**config.mk**
```make
export PLATFORM = sky130hd
export DESIGN_NAME = bus_dev_port
export DESIGN_NICKNAME = d
export VERILOG_FILES = /design/src/rtl/bus_dev_port.sv
export SDC_FILE = /design/constraint.sdc
export NUM_CORES = 1
export LEC_CHECK = 0
export CAP_MARGIN = 30
export CORE_ASPECT_RATIO = 2
export CORE_MARGIN = 2
export CORE_UTILIZATION = 50
export DETAILED_ROUTE_END_ITERATION = 6
export PLACE_DENSITY = 0.72
export SLEW_MARGIN = 40
export SYNTH_ARGS = -nofsm -noshare
export SYNTH_HDL_FRONTEND = slang
export SYNTH_SLANG_ARGS = --single-unit
export TNS_END_PERCENT = 30
```
**constraint.sdc**
```tcl
create_clock -name clk -period 9.36 [get_ports clk]
set_input_delay 0.936 -clock clk [delete_from_list [all_inputs] [get_ports clk]]
set_output_delay 0.936 -clock clk [all_outputs]
set_load 0.01 [all_outputs]
```
**src/rtl/bus_dev_port.sv**
```systemverilog
// Device-side endpoint of the shared bus: a show-ahead TX FIFO offered to the
// bus and an address-filtered show-ahead RX FIFO, with drop/overflow status.
module bus_dev_port #(
   parameter int unsigned pckg_sz   = 16,
   parameter int unsigned depth     = 8,
   parameter logic [7:0]  id        = 8'h00,
   parameter logic [7:0]  broadcast = 8'hFF
) (
   input  logic               clk,
   input  logic               reset,
   input  logic               wr_en,
   input  logic [pckg_sz-1:0] wr_data,
   output logic               tx_full,
   output logic               pndng,
   output logic [pckg_sz-1:0] D_pop,
   input  logic               pop,
   input  logic               push,
   input  logic [pckg_sz-1:0] D_push,
   input  logic               rd_en,
   output logic [pckg_sz-1:0] rd_data,
   output logic               rx_valid,
   output logic               tx_ovf,
   output logic               rx_ovf,
   output logic               addr_miss,
   output logic [7:0]         drop_cnt
);

   localparam int unsigned PW = $clog2(depth);
   localparam int unsigned CW = $clog2(depth + 1);
   localparam logic [CW-1:0] FULL_CNT = CW'(depth);

   logic [pckg_sz-1:0] tx_mem [depth];
   logic [pckg_sz-1:0] rx_mem [depth];
   logic [PW-1:0]      tx_wr_ptr, tx_rd_ptr, rx_wr_ptr, rx_rd_ptr;
   logic [CW-1:0]      tx_count, rx_count;

   logic       tx_wr_ok, tx_rd_ok, rx_wr_ok, rx_rd_ok;
   logic       addr_hit, rx_full;
   logic       tx_ovf_next, rx_ovf_next, miss_next;
   logic [1:0] drop_inc;
   logic [8:0] drop_sum;
   logic [7:0] push_addr;

   assign tx_full  = (tx_count == FULL_CNT);
   assign pndng    = (tx_count != '0);
   assign rx_full  = (rx_count == FULL_CNT);
   assign rx_valid = (rx_count != '0);

   assign D_pop   = pndng    ? tx_mem[tx_rd_ptr] : '0;
   assign rd_data = rx_valid ? rx_mem[rx_rd_ptr] : '0;

   // A full FIFO never accepts a write, even when its head is popped that cycle.
   assign tx_wr_ok = wr_en & ~tx_full;
   assign tx_rd_ok = pop & pndng;

   assign push_addr = D_push[pckg_sz-1 -: 8];
   assign addr_hit  = (push_addr == id) || (push_addr == broadcast);
   assign rx_wr_ok  = push & addr_hit & ~rx_full;
   assign rx_rd_ok  = rd_en & rx_valid;

   assign tx_ovf_next = wr_en & tx_full;
   assign rx_ovf_next = push & addr_hit & rx_full;
   assign miss_next   = push & ~addr_hit;

   assign drop_inc = {1'b0, tx_ovf_next} + {1'b0, rx_ovf_next} + {1'b0, miss_next};
   assign drop_sum = {1'b0, drop_cnt} + {7'b0, drop_inc};

   always_ff @(posedge clk) begin
      if (tx_wr_ok) tx_mem[tx_wr_ptr] <= wr_data;
      if (rx_wr_ok) rx_mem[rx_wr_ptr] <= D_push;
   end

   always_ff @(posedge clk or negedge reset) begin
      if (!reset) begin
         tx_wr_ptr <= '0;
         tx_rd_ptr <= '0;
         tx_count  <= '0;
      end else begin
         if (tx_wr_ok) tx_wr_ptr <= tx_wr_ptr + 1'b1;
         if (tx_rd_ok) tx_rd_ptr <= tx_rd_ptr + 1'b1;
         case ({tx_wr_ok, tx_rd_ok})
            2'b10:   tx_count <= tx_count + 1'b1;
            2'b01:   tx_count <= tx_count - 1'b1;
            default: tx_count <= tx_count;
         endcase
      end
   end

   always_ff @(posedge clk or negedge reset) begin
      if (!reset) begin
         rx_wr_ptr <= '0;
         rx_rd_ptr <= '0;
         rx_count  <= '0;
      end else begin
         if (rx_wr_ok) rx_wr_ptr <= rx_wr_ptr + 1'b1;
         if (rx_rd_ok) rx_rd_ptr <= rx_rd_ptr + 1'b1;
         case ({rx_wr_ok, rx_rd_ok})
            2'b10:   rx_count <= rx_count + 1'b1;
            2'b01:   rx_count <= rx_count - 1'b1;
            default: rx_count <= rx_count;
         endcase
      end
   end

   // Drop counter moves on the same edge that raises the matching pulses.
   always_ff @(posedge clk or negedge reset) begin
      if (!reset) begin
         tx_ovf    <= 1'b0;
         rx_ovf    <= 1'b0;
         addr_miss <= 1'b0;
         drop_cnt  <= '0;
      end else begin
         tx_ovf    <= tx_ovf_next;
         rx_ovf    <= rx_ovf_next;
         addr_miss <= miss_next;
         drop_cnt  <= drop_sum[8] ? 8'hFF : drop_sum[7:0];
      end
   end

endmodule

```
Yosys cells after proc, flatten, opt, wreduce, memory -nomap -nowiden
Memory sizes are Yosys's and may differ from the RTL's.
Cells that the tools add are included.
Storage, ports and cells
  register bits after elaboration: 31
  bits in latches: 0
  memory bits (writable): 256
  ROM bits: 0
  bits of input ports: 38
  output and inout bits: 46
  memories: 2
Cells by class
  $add $sub $neg: 11
  multiply operators: 0
  div/mod/pow operators: 0
  magnitude comparators: 0
  equality and inequality tests: 7
  shift-type cells: 0
  muxes and demuxes: 9
  bitwise operators: 11
  reductions and logical operators: 6
Memory list
  rx_mem: depth 8, width 16, rd ports 1, clocked after memory_dff 0, write ports 1, RTL line 33  | logic [pckg_sz-1:0] rx_mem [depth];
  tx_mem: depth 8, width 16, rd ports 1, clocked after memory_dff 0, write ports 1, RTL line 32  | logic [pckg_sz-1:0] tx_mem [depth];
Operators with widths (number)
  2-to-1 mux 16 bit: 2
  one-hot mux 4 bit (2 select lines): 2
  adder 3 x 1 -> 3 bit (second input constant): 4
  adder 8 x 2 -> 9 bit: 1
  adder 4 x 1 -> 4 bit (second input constant): 2
  AND 1 bit: 8
  equality test 4 bit (second input constant): 2
  equality test 8 bit (second input constant): 1
  zero test 8 bit: 1
  2-to-1 mux 8 bit: 1
  nonzero test 4 bit: 2
  subtractor 4 x 1 -> 4 bit (second input constant): 2
  equality test 2 x 1 -> 1 bit (second input constant): 2
  equality test 2 bit (second input constant): 2
  2-to-1 mux 1 bit: 4
  nonzero test 2 bit: 2
  NOT 1 bit: 3
  adder 1 x 1 -> 2 bit: 1
  adder 2 x 1 -> 2 bit: 1
  logical OR 1 bit: 1

Depth between registers and ports, before layout
  depth in word-level cells: 8
  gate-level depth with buffers: 11
  gate-level depth less buffers: 11

Worst setup path after synthesis
No wires, ideal clock.
  path kind: input to register
  start point: input D_push[8]
  end point: memory rx_mem[0][0] (enable)
  data arrival time: 3.452 ns
  setup slack: 5.478 ns
  stages: 5
  path buffers: 1
  path through: or4_1 -> nor2_4 -> o211ai_2 -> buf_6 -> nor4_1
Between the ends
  longest elaborated chain between the ends: 6
Ends and longest elaborated chain
  start: declaration: RTL line 18  | input logic [pckg_sz-1:0] D_push,
  equality test 8 bit or zero test 8 bit (tied branches): RTL line 57  | assign addr_hit = (push_addr == id) || (push_addr == broadcast);
  logical OR 1 bit *: RTL line 57
  AND 1 bit * (2 in series): RTL line 58  | assign rx_wr_ok = push & addr_hit & ~rx_full;
  2-to-1 mux 1 bit *: RTL line 70  | if (rx_wr_ok) rx_mem[rx_wr_ptr] <= D_push;
  2-to-1 mux 1 bit (implied by the code) *: RTL line 70
  end: declaration: RTL line 33
Mark *: on every way between the ends. The rest lies on a longest branch, timed or not.

Worst setup path after layout
  start point: input D_push[10]
  end point: register drop_cnt[3]
RTL lines
  equality test 8 bit or zero test 8 bit (tied branches): RTL line 57
  logical OR 1 bit *: RTL line 57
  NOT 1 bit *: RTL line 63  | assign miss_next = push & ~addr_hit;
  AND 1 bit *: RTL line 63
  via miss_next: RTL line 39  | logic tx_ovf_next, rx_ovf_next, miss_next;
  adder 2 x 1 -> 2 bit *: RTL line 65  | assign drop_inc = {1'b0, tx_ovf_next} + {1'b0, rx_ovf_next} + {1'b0, miss_next};
  adder 8 x 2 -> 9 bit *: RTL line 66  | assign drop_sum = {1'b0, drop_cnt} + {7'b0, drop_inc};
  2-to-1 mux 8 bit *: RTL line 116  | drop_cnt <= drop_sum[8] ? 8'hFF : drop_sum[7:0];
  end signal: assignment: RTL line 116
  end: declaration: RTL line 25  | output logic [7:0] drop_cnt
Mark *: on every way through the listed nets, which the timed path passes. The rest lies on a longest branch.
A chain may end at the register's enable or synchronous reset.

==> results.md <==
- CP dominant cell by count: fa_1
- Fill count: 1642
- Synthesized area: 0.01153 mm^2
- Clock sinks: 287
- Initial Util: 0.5091
- Peak fanout along the critical path: 10
- Final worst path period share: 0.4194
- Crit path kind: primary input to flip-flop
- First-pass GRT wire length: 35580 um
- Max transition margin: 0.5269
- Area of the multi-input gates: 0.003010 mm^2
- Boundary Pins: 84
- Worst-Margin Slew: 0.7067 ns
- Port-buffer cells: 83
- Post-route cell area: 0.01371 mm^2
- WP buf/inv: 1
- Synthesis-stage register bit count: 287
- Core area: 0.02264 mm^2
- CP Cell Sequence: clkdlybuf4s50_1, or4_1, nor2_4, nor2_1, and2_1, fa_1, ha_1, fa_1, and4_1, nand4_1, o21ai_0
- Vias in the first global route: 6220
- HP Class: flip-flop to flip-flop
- Final setup margin: 5.434 ns
- DRT Pass-1 Iters: 5
- H-tree depth: 1
- Die ar.: 0.02436 mm^2
- CP startpoint kind: primary input
- Synthesized net count: 632
- Layout Skew: 0.01093 ns
- # nets final: 739
- Antenna violations before repair: 0
- Sequential power share: 0.422
- Rows: 78
- PostCTS Resize Cnt: 0
- Vias: 5713
- Root Driver: clkbuf_16
- Fin. Hold Viols: 0
- Critical path capture point type: flip-flop
- CP peak stage delay: 0.65 ns
- Final setup viols: 0
- Overall power of the completed layout: 4.021 mW
- Power Internal: 2.825 mW
- CTS Hold Bufs: 0
- WL per Instance: 23.21 um
- Area after DPL: 0.01291 mm^2
- Yosys cell types: 44
- Area Growth Syn to Fin: 18.96%
- All-Layer GR Usage: 0.1922
- CP top delay family: simple AND/OR/NAND/NOR gates
- Post-route ant nets: 0
- Synth Warn #: 0
- CTS Buf Count: 24
- Final Max Tran Viols: 0
- Routed wire length: 22810 um
- Minimum clock period: 3.926 ns
- Vias per cell: 5.812
- GP Congestion: 0.7819
- # diodes: 0
- Logic pwr share: 0.331
- Die span in y: 218.7 um
- Psw: 1.195 mW
- Chip Width: 111.4 um
- Share of cells above drive strength 1: 0.2191
- CP max-delay cell: or4_1
- Remaining global-route overflow: 0
- Sw Share: 0.2973
- Status: finished clean
- HPWL Detailed: 15310 um
- Power per cell area: 293.2 mW/mm^2
- Setup Fix Bufs, Post-CTS: 0
- Worst-skew pair later-pin latency: 0.53 ns
- Clock share of power: 0.247
- Largest net degree at the start of global routing: 35
- Initial drt markers: 333
- Leakage: 4.653 nW
- Hold_ws: 0.5390 ns
- Placement Setup Slack: 4.741 ns
- Crit path DAT: 4.32 ns
- Unrepaired setup endpoints after global routing: false
- Worst vdd ir: 233.1 uV
- Highest clock rate: 254.7 MHz
- Reg area: 0.008468 mm^2
- Seq/Total Area, Yosys: 0.7342
- Drt drc: 0
- CTS tree: built
- Cells after Synth: 578
- Clk slew on worst S/H paths: 0.06 ns
- Avg Inst Size Synth: 19.94 um^2
- TNS Setup: 0 ns
- Worst EP required: 9.75 ns
- Max-cap check violation count: 0
- Clock tree buffer depth: 3
-- power groups by stage --
stage | registers (mW) | logic, mW | clock network [mW]
final | 1.70 | 1.33 | 0.992
after global routing | 1.72 | 1.45 | 1.06
after detailed placement | 1.73 | 1.35 | 0
after CTS | 1.70 | 1.36 | 1.02
after global placement | 1.71 | 1.31 | 0
after floorplan | 1.64 | 0.870 | 0
-- synthesized netlist by cell type (all sizes together) --
library cell	count	area (um^2)
fa	4	80.08
buf	18	96.34
a41oi	2	17.52
and3	2	12.51
a2111oi	2	17.52
mux2i	34	340.3
and2	4	25.02
o2111ai	1	8.760
mux4	64	1441
nor4b	4	56.30
ha	12	150.1
xnor2	8	70.07
edfxtp	256	7687
dfrtp	31	775.7
nor2	41	161.4
a21oi	4	20.02
a21o	3	22.52
or4	2	18.77
nor3b	1	7.510
nor4	9	86.33
nor3	8	40.04
inv	13	48.80
a21boi	1	7.510
a31oi	1	6.260
a311o	2	20.02
nand2b	4	25.02
xor2	6	52.55
o211ai	1	12.51
nand2	14	52.55
nand4	4	25.02
mux2	5	63.81
clkbuf	9	33.78
and4	1	8.760
o21ai	4	20.02
nand3	3	15.01
-- final cells by class --
type                       count  area share
sequential                   287      0.6175
multi-input combinational    251      0.2195
timing repair buffer         108     0.07646
clock buffer                  32     0.04900
tap                          280     0.02555
clock inverter                12    0.008394
inverter                      13    0.003558
-- cells by family after synthesis --
group / count (synthesis) / share of synthesized area
muxes: 103 / 0.1601
and+or+nand+nor: 97 / 0.04635
DFF: 287 / 0.7342
AOI/OAI and AO/OA: 21 / 0.01324
xor gates and xnor gates: 14 / 0.01064
buffers and inverters: 40 / 0.01552
adders and majority gates: 16 / 0.01997
-- state kept, by name, summed over array words and instances, names as in the netlist --
name,cells
tx_mem,128
rx_rd_ptr,3
addr_miss,1
tx_rd_ptr,3
rx_ovf,1
drop_cnt,8
rx_wr_ptr,3
tx_ovf,1
tx_count,4
tx_wr_ptr,3
rx_mem,128
rx_count,4
-- per-layer routing --
| layer | vias to the layer above | global-route usage | part of all wire |
|---|---|---|---|
| li1 | 2529 | - | - |
| met3 | 37 | 0.02219 | 0.040 |
| met2 | 173 | 0.3823 | 0.59 |
| met5 | - | 0 | 0 |
| met4 | 0 | 0.07037 | 0.024 |
| met1 | 2974 | 0.2053 | 0.35 |
-- path summary, 6_finish.rpt --
kind	slack [ns]	cells after the start	end	startpoint
setup / recovery	5.43	11	drop_cnt[3]	D_push[10]
hold / removal	0.54	1	rx_rd_ptr[1]	rx_rd_ptr[1]
setup reg to reg	6.22	10	rx_count[3]	rx_count[3]
hold reg to reg	0.54	1	rx_rd_ptr[1]	rx_rd_ptr[1]
max in group asynchronous	8.20	2	rx_rd_ptr[0]	reset
min in group asynchronous	0.83	2	drop_cnt[5]	reset
-- stage by stage --
stage	util	cells
4_1_cts	0.6049	983
3_3_place_gp	0.5660	931
6_report	0.6057	983
3_5_place_dp	0.5701	939
2_1_floorplan	-	578
5_1_grt	0.6057	983
-- cell usage in the layout, fill, tap and decap left out, drive strengths merged, types with 2 or more instances in the layout --
cell type,instances
dfrtp,31
nand2b,4
ha,12
and2,4
nor4,9
edfxtp,256
clkbuf,32
bufinv,2
and3,2
mux2,5
nand4,4
a21oi,4
nor3,8
buf,25
mux4,64
or4,2
nor4b,4
nand3,3
xor2,6
a311o,2
a21o,3
nand2,14
xnor2,8
clkinv,8
a2111oi,2
clkdlybuf4s50,83
a41oi,2
mux2i,34
inv,15
nor2,41
o21ai,4
fa,4
No activity file was read; power rests on OpenSTA's default activity.
